<file path="src/rtl/hc595_rx.sv">
// Receive side of a 74HC595 shift/latch link: oversamples shcp/stcp/DS/OE and rebuilds sel/seg.
// Optional partial-frame timeout is enabled with `define HC595_RX_TIMEOUT_EN.
module hc595_rx #(
    parameter int DATA_W      = 14,
    parameter int SEL_W       = 6,
    parameter int SYNC_STAGES = 2,
    parameter int TIMEOUT_CYC = 1024
) (
    input  logic               clk,
    input  logic               rst,
    input  logic               shcp,
    input  logic               stcp,
    input  logic               DS,
    input  logic               OE,
    output logic [SEL_W-1:0]   sel,
    output logic [7:0]         seg,
    output logic               frame_valid,
    output logic               frame_err,
    output logic               blank
);
    localparam int CNT_W = 5;

    typedef enum logic [1:0] {ST_IDLE, ST_SHIFT, ST_OVER} state_t;

    logic [SYNC_STAGES-1:0] r_shcp_sync, r_stcp_sync, r_ds_sync, r_oe_sync;
    logic                   r_shcp_d, r_stcp_d, r_blank;
    state_t                 r_state, w_state_next;
    logic [CNT_W-1:0]       r_count, w_count_next;
    logic [DATA_W-1:0]      r_shreg, w_shreg_next;
    logic [SEL_W-1:0]       r_sel;
    logic [7:0]             r_seg;
    logic                   r_frame_valid, r_frame_err;
    logic                   w_shcp_rise, w_stcp_rise, w_ds, w_load, w_err_set, w_timeout;

    // All four pins share one chain depth so DS stays aligned with its shcp edge.
    assign w_ds        = r_ds_sync[SYNC_STAGES-1];
    assign w_shcp_rise = r_shcp_sync[SYNC_STAGES-1] & ~r_shcp_d;
    assign w_stcp_rise = r_stcp_sync[SYNC_STAGES-1] & ~r_stcp_d;

    always_comb begin
        w_state_next = r_state;
        w_count_next = r_count;
        w_shreg_next = r_shreg;
        w_load       = 1'b0;
        w_err_set    = 1'b0;
        if (w_shcp_rise) begin
            w_shreg_next = {r_shreg[DATA_W-2:0], w_ds};
            w_count_next = (r_count == CNT_W'(DATA_W + 1)) ? r_count : r_count + 1'b1;
            w_state_next = (r_count >= CNT_W'(DATA_W)) ? ST_OVER : ST_SHIFT;
        end else if (w_timeout && !w_stcp_rise) begin
            w_state_next = ST_IDLE;
            w_count_next = '0;
            w_err_set    = 1'b1;
        end
        // Latch sees the post-shift count so tied shcp/stcp behave like a real 595.
        if (w_stcp_rise) begin
            if (w_count_next == CNT_W'(DATA_W)) begin
                w_load = 1'b1;
            end else begin
                w_err_set = 1'b1;
            end
            w_state_next = ST_IDLE;
            w_count_next = '0;
        end
    end

    always_ff @(posedge clk) begin
        if (rst) begin
            r_shcp_sync   <= '0;
            r_stcp_sync   <= '0;
            r_ds_sync     <= '0;
            r_oe_sync     <= '1;
            r_shcp_d      <= 1'b0;
            r_stcp_d      <= 1'b0;
            r_blank       <= 1'b1;
            r_state       <= ST_IDLE;
            r_count       <= '0;
            r_shreg       <= '0;
            r_sel         <= '0;
            r_seg         <= '0;
            r_frame_valid <= 1'b0;
            r_frame_err   <= 1'b0;
        end else begin
            r_shcp_sync   <= {r_shcp_sync[SYNC_STAGES-2:0], shcp};
            r_stcp_sync   <= {r_stcp_sync[SYNC_STAGES-2:0], stcp};
            r_ds_sync     <= {r_ds_sync[SYNC_STAGES-2:0], DS};
            r_oe_sync     <= {r_oe_sync[SYNC_STAGES-2:0], OE};
            r_shcp_d      <= r_shcp_sync[SYNC_STAGES-1];
            r_stcp_d      <= r_stcp_sync[SYNC_STAGES-1];
            r_blank       <= r_oe_sync[SYNC_STAGES-1];
            r_state       <= w_state_next;
            r_count       <= w_count_next;
            r_shreg       <= w_shreg_next;
            r_frame_valid <= w_load;
            if (w_load) begin
                r_seg       <= w_shreg_next[DATA_W-1:SEL_W];
                r_sel       <= w_shreg_next[SEL_W-1:0];
                r_frame_err <= 1'b0;
            end else if (w_err_set) begin
                r_frame_err <= 1'b1;
            end
        end
    end

`ifdef HC595_RX_TIMEOUT_EN
    localparam int TMR_W = $clog2(TIMEOUT_CYC + 1);
    logic [TMR_W-1:0] r_timer;

    assign w_timeout = (r_state != ST_IDLE) && (r_timer == TMR_W'(TIMEOUT_CYC - 1));

    always_ff @(posedge clk) begin
        if (rst) begin
            r_timer <= '0;
        end else if (w_shcp_rise || w_state_next == ST_IDLE) begin
            r_timer <= '0;
        end else begin
            r_timer <= r_timer + 1'b1;
        end
    end
`else
    assign w_timeout = 1'b0;
`endif

    assign sel         = r_sel;
    assign seg         = r_seg;
    assign frame_valid = r_frame_valid;
    assign frame_err   = r_frame_err;
    assign blank       = r_blank;
endmodule

</file>
<file path="config.mk">
export PLATFORM = sky130hd
export DESIGN_NAME = hc595_rx
export DESIGN_NICKNAME = d
export VERILOG_FILES = /design/src/rtl/hc595_rx.sv
export SDC_FILE = /design/constraint.sdc
export NUM_CORES = 1
export LEC_CHECK = 0
export ABC_CLOCK_PERIOD_IN_PS = 3800
export CORE_ASPECT_RATIO = 0.8
export CORE_MARGIN = 2
export CORE_UTILIZATION = 30
export CTS_CLUSTER_SIZE = 20
export DETAILED_ROUTE_END_ITERATION = 7
export HOLD_SLACK_MARGIN = 0.05
export SKIP_LAST_GASP = 1
export SLEW_MARGIN = 15
export SYNTH_ARGS = -nofsm -noshare
export SYNTH_HDL_FRONTEND = slang
export SYNTH_SLANG_ARGS = --single-unit
</file>
<file path="constraint.sdc">
create_clock -name clk -period 3.8 [get_ports clk]
set_clock_uncertainty 0.05 [all_clocks]
set_input_delay 0.76 -clock clk [delete_from_list [all_inputs] [get_ports clk]]
set_output_delay 0.76 -clock clk [all_outputs]
set_load 0.05 [all_outputs]
</file>
-- Word-level counts from Yosys, hierarchy flattened
Index checks and enable logic that the tools add are counted.
W data, S select, Z words.
- bitwise logic cells: 4
- add/sub/neg operators: 1
- reduce and logical (&&, ||, !) cells: 2
- equal/unequal tests: 2
- multiplexer cells: 7
- operator list (operator ; count):
    $mux W14 ; 1
    $eq A5 B4 Y1 const B ; 2
    $mux W5 ; 2
    $add A5 B1 Y5 const B ; 1
    $mux W1 ; 4
    $reduce_or A2 Y1 ; 2
    $and A1 B1 Y1 ; 2
    $not A1 Y1 ; 2
- output and inout bits: 17
- word-level logic and storage cells: 29
- input bits: 6
- register bits: 46

-- Depth between registers and ports, before layout
- word-level depth: 7
- depth in mapped cells: 7
- mapped depth without buffers: 6

-- Worst setup path after synthesis
OpenSTA, ideal clock, no wires.
- path kind: reg2reg
- start point: register r_count[0]
- end point: register r_seg[4] (netlist: seg[4])
- clock period less this slack: 2071 ps
- required time: 3629 ps
- setup slack: 1729 ps
- stages on the path, launching flop included: 8
- buffers on the path: 1
- library setup time: 121 ps
- data arrival time: 1899 ps
- cells stage by stage: dfxtp_1 -> ha_1 -> nand4b_1 -> a21oi_1 -> a41oi_1 -> a211oi_4 -> buf_6 -> mux2_4
- cells in the longest elaborated chain, start to end: 6
- elaborated cells on any way between the ends: 7
- those cells by class: add/sub: 1; eq/ne: 2; mux: 4
- ends and longest elaborated chain (element ; RTL line ; RTL):
    start: declaration ; 28 ; logic [CNT_W-1:0] r_count, w_count_next;
    start signal: assignment ; 92 ; r_count <= w_count_next;
    $add A5 B1 Y5 / $eq A5 B4 Y1 (equally long branches) ; 48 ; w_count_next = (r_count == CNT_W'(DATA_W + 1)) ? r_count : r_count + 1'b1;
    $mux W5 ; 48 ;
    $mux W5 * ; 46 ; if (w_shcp_rise) begin
    $eq A5 B4 Y1 * ; 57 ; if (w_count_next == CNT_W'(DATA_W)) begin
    $mux W1 * ; 57 ;
    $mux W1 * ; 56 ; if (w_stcp_rise) begin
    end signal: assignment ; 96 ; r_seg <= w_shreg_next[DATA_W-1:SEL_W];
    end: declaration ; 31 ; logic [7:0] r_seg;
Every way passes the cells marked *; elsewhere a longest branch is shown, timed or not.
A chain may end at the register's enable or synchronous reset.

-- Final worst setup path
- start point: register r_shcp_sync[1]
- end point: register r_seg[3] (netlist: seg[3])
- cells in the longest elaborated chain, start to end: 5
- elaborated cells on any way between the ends: 6
- those cells by class: eq/ne: 1; mux: 4; bitwise: 1
- ends and longest elaborated chain (element ; RTL line ; RTL):
    start: declaration ; 25 ; logic [SYNC_STAGES-1:0] r_shcp_sync, r_stcp_sync, r_ds_sync, r_oe_sync;
    start signal: assignment ; 84 ; r_shcp_sync <= {r_shcp_sync[SYNC_STAGES-2:0], shcp};
    $and A1 B1 Y1 * ; 37 ; assign w_shcp_rise = r_shcp_sync[SYNC_STAGES-1] & ~r_shcp_d;
    $mux W5 ; 46 ;
    $eq A5 B4 Y1 ; 57 ;
    $mux W1 ; 57 ;
    $mux W1 ; 56 ;
Marks and branches as above.

==> metrics <==
Netlist cell types 28; min cycle time layout 2.504 ns; clk slew on worst S/H paths 0.08 ns; Pleak 0.7511 nW; Yosys reg bits 46; Max-cap violations 0; worst setup margin 1.296 ns; starting DRC count in detailed routing 41; Cell Pwr Density 414.8 mW/mm^2; Layout Nets 200; hold slack 0.3626 ns; met2 usage 0.1387; CP max FO 21; ant diodes 0; Area after DPL 0.002011 mm^2; gr usage total 0.09645; overall power 0.0008807 W; Sw Share 0.1932; EDFF count, synth 0; final global-route overflow total 0; Setup-failing EPs final 0; clk_lat worst skew 0.29 ns; final period utilization 0.6588; WL final 2.775 mm; clock share of power 0.408; Mean Syn Cell Area 10.11 um^2; initial antenna violation count 0; post-route ant nets 0; number of buffers added on ports 22; RSZ-0062 raised after global routing false; CTS Buf Count 5; Mapped Area 0.001709 mm^2; setup bufs post-CTS 0; Critical Path AT 2.64 ns; sequential share of the synthesized area 0.5388; Synth top cells by count dfxtp_1, nand2_1, nor2b_1; wire per inst 10.24 um; element type at the critical path end register; fraction of registers with async set/reset 0; Post-CTS Resized 0; share of post-route cells with drive strength above 1 0.1606; largest net degree at the start of global routing 22; setup TNS 0 ns; vias 1,149; clk buf depth 2; CTS tree done; GR peak layer met2; fmax 399.4 MHz; Worst Path Required 3.93 ns; Slew Viols, Final 0; worst slack, placed 1.284 ns; maximum vdd drop 0.0001970 V; Gate Count Post-Synth 169; number of stages on the worst hold path 1; root buf cell clkbuf_8; area leader, netlist dfxtp_1; combinational share of power 0.035; outcome finished, final reports clean; Worst Reg2Reg Path Length in Cells 6; Core Region 0.005465 mm^2; synthesis-to-finish area growth 24.23%; Yosys Warn Count 0; Psw 0.0001701 W; ys flop type dfxtp_1; Slew @ Worst Pin 0.5140 ns; drt first pass iters 4; critical path type register to register; count of final hold-check violations 0; Synth Net Count 176; H-tree depth 2; Int Pwr 0.0007106 W; Die X 88.39 um; I/O pin cnt 23; Rows 24; Tightest Hold Check Type register to register; DRC 0; RePlAce Congestion 0.7306; Seq pwr share 0.557; first-pass GRT wire length 4.836 mm; Synth top area share 0.5388; count of clock tree sinks 46; top post-synthesis cells by area dfxtp_1, nor2b_1, mux2_4; GR Util met3 0.03571; # hold bufs at CTS 0; Die Y 71.51 um; M1 GR Usage 0.1347; Final Instance Area 0.002123 mm^2; HPWL Detailed 1.886 mm; Starting Density 0.3127; CP startpoint kind register; drt via density 4.240; vias in the first global route 1,069; count leader, synth dfxtp_1; Max transition margin 0.6574; total die area 0.006321 mm^2
-- through the flow --
step,cells,utilization
after floorplan,169,-
after global placement,264,0.3679
after global routing,271,0.3885
final,271,0.3885
after CTS,271,0.3885
after detailed placement,264,0.3679
-- worst max-delay path, cell delays in order (launching register included) --
cell	delay, ns
dfxtp_1	0.35
nor2b_4	0.43
nand4_2	0.17
or3_4	0.36
a211oi_4	0.37
buf_4	0.30
mux2_2	0.35
-- final timing paths --
| check | start | endpoint | slack (ns) |
|---|---|---|---|
| max reg2reg | r_shcp_sync[1] | seg[3] | 1.30 |
| max | r_shcp_sync[1] | seg[3] | 1.30 |
| min | r_oe_sync[1] | blank | 0.36 |
| min reg2reg | r_oe_sync[1] | blank | 0.36 |
-- power groups by stage --
stage          clock network, W  registers, W  logic [W]
4_1_cts                0.000373      0.000490  0.0000312
2_1_floorplan                 0      0.000504  0.0000166
5_1_grt                0.000391      0.000491  0.0000338
3_3_place_gp                  0      0.000502  0.0000313
3_5_place_dp                  0      0.000502  0.0000312
6_report               0.000360      0.000490  0.0000306
-- cell families (layout without fill, tap and decap cells) --
logic type / Yosys count / count (layout) / synth area share
flops: 46 / 46 / 0.5388
compound gates: 23 / 23 / 0.08126
buf+inv: 11 / 35 / 0.02928
fa+ha+maj: 1 / 1 / 0.007319
simple gates: 73 / 73 / 0.2284
mux: 14 / 14 / 0.1098
xor+xnor: 1 / 1 / 0.005125
-- state kept, by name (all words and copies together), names as in the netlist, 2 cells and up --
| register | count |
|---|---|
| r_count | 5 |
| r_ds_sync | 2 |
| r_oe_sync | 2 |
| r_shcp_sync | 2 |
| r_shreg | 14 |
| r_stcp_sync | 2 |
| seg | 8 |
| sel | 6 |
-- cells in the final DEF, fill, tap and decap left out, types with 2 or more instances in the layout --
| cell type | n |
|---|---|
| dfxtp_1 | 46 |
| nand2_1 | 30 |
| nor2b_1 | 24 |
| clkdlybuf4s50_1 | 22 |
| a21oi_1 | 18 |
| mux2_4 | 8 |
| mux2_2 | 6 |
| clkbuf_8 | 6 |
| nand2b_1 | 4 |
| or2_2 | 3 |
| nor2_1 | 3 |
| inv_1 | 3 |
| buf_4 | 3 |
| nand3_1 | 2 |
| nor3_1 | 2 |
-- cell type report --
class	count	area [um^2]
Fill cell	556	3342
Sequential cell	46	920.9
Multi-Input combinational cell	112	738.2
Timing Repair Buffer	25	242.7
Tap cell	78	97.59
Clock buffer	6	82.58
Clock inverter	1	30.03
Inverter	3	11.26
-- metal layers --
layer,vias to the layer above,part of all wire
met3,2,0.045
met1,534,0.52
met4,0,0.0061
li1,594,-
met5,-,0
met2,19,0.42
No activity file was read; power rests on OpenSTA's default activity.
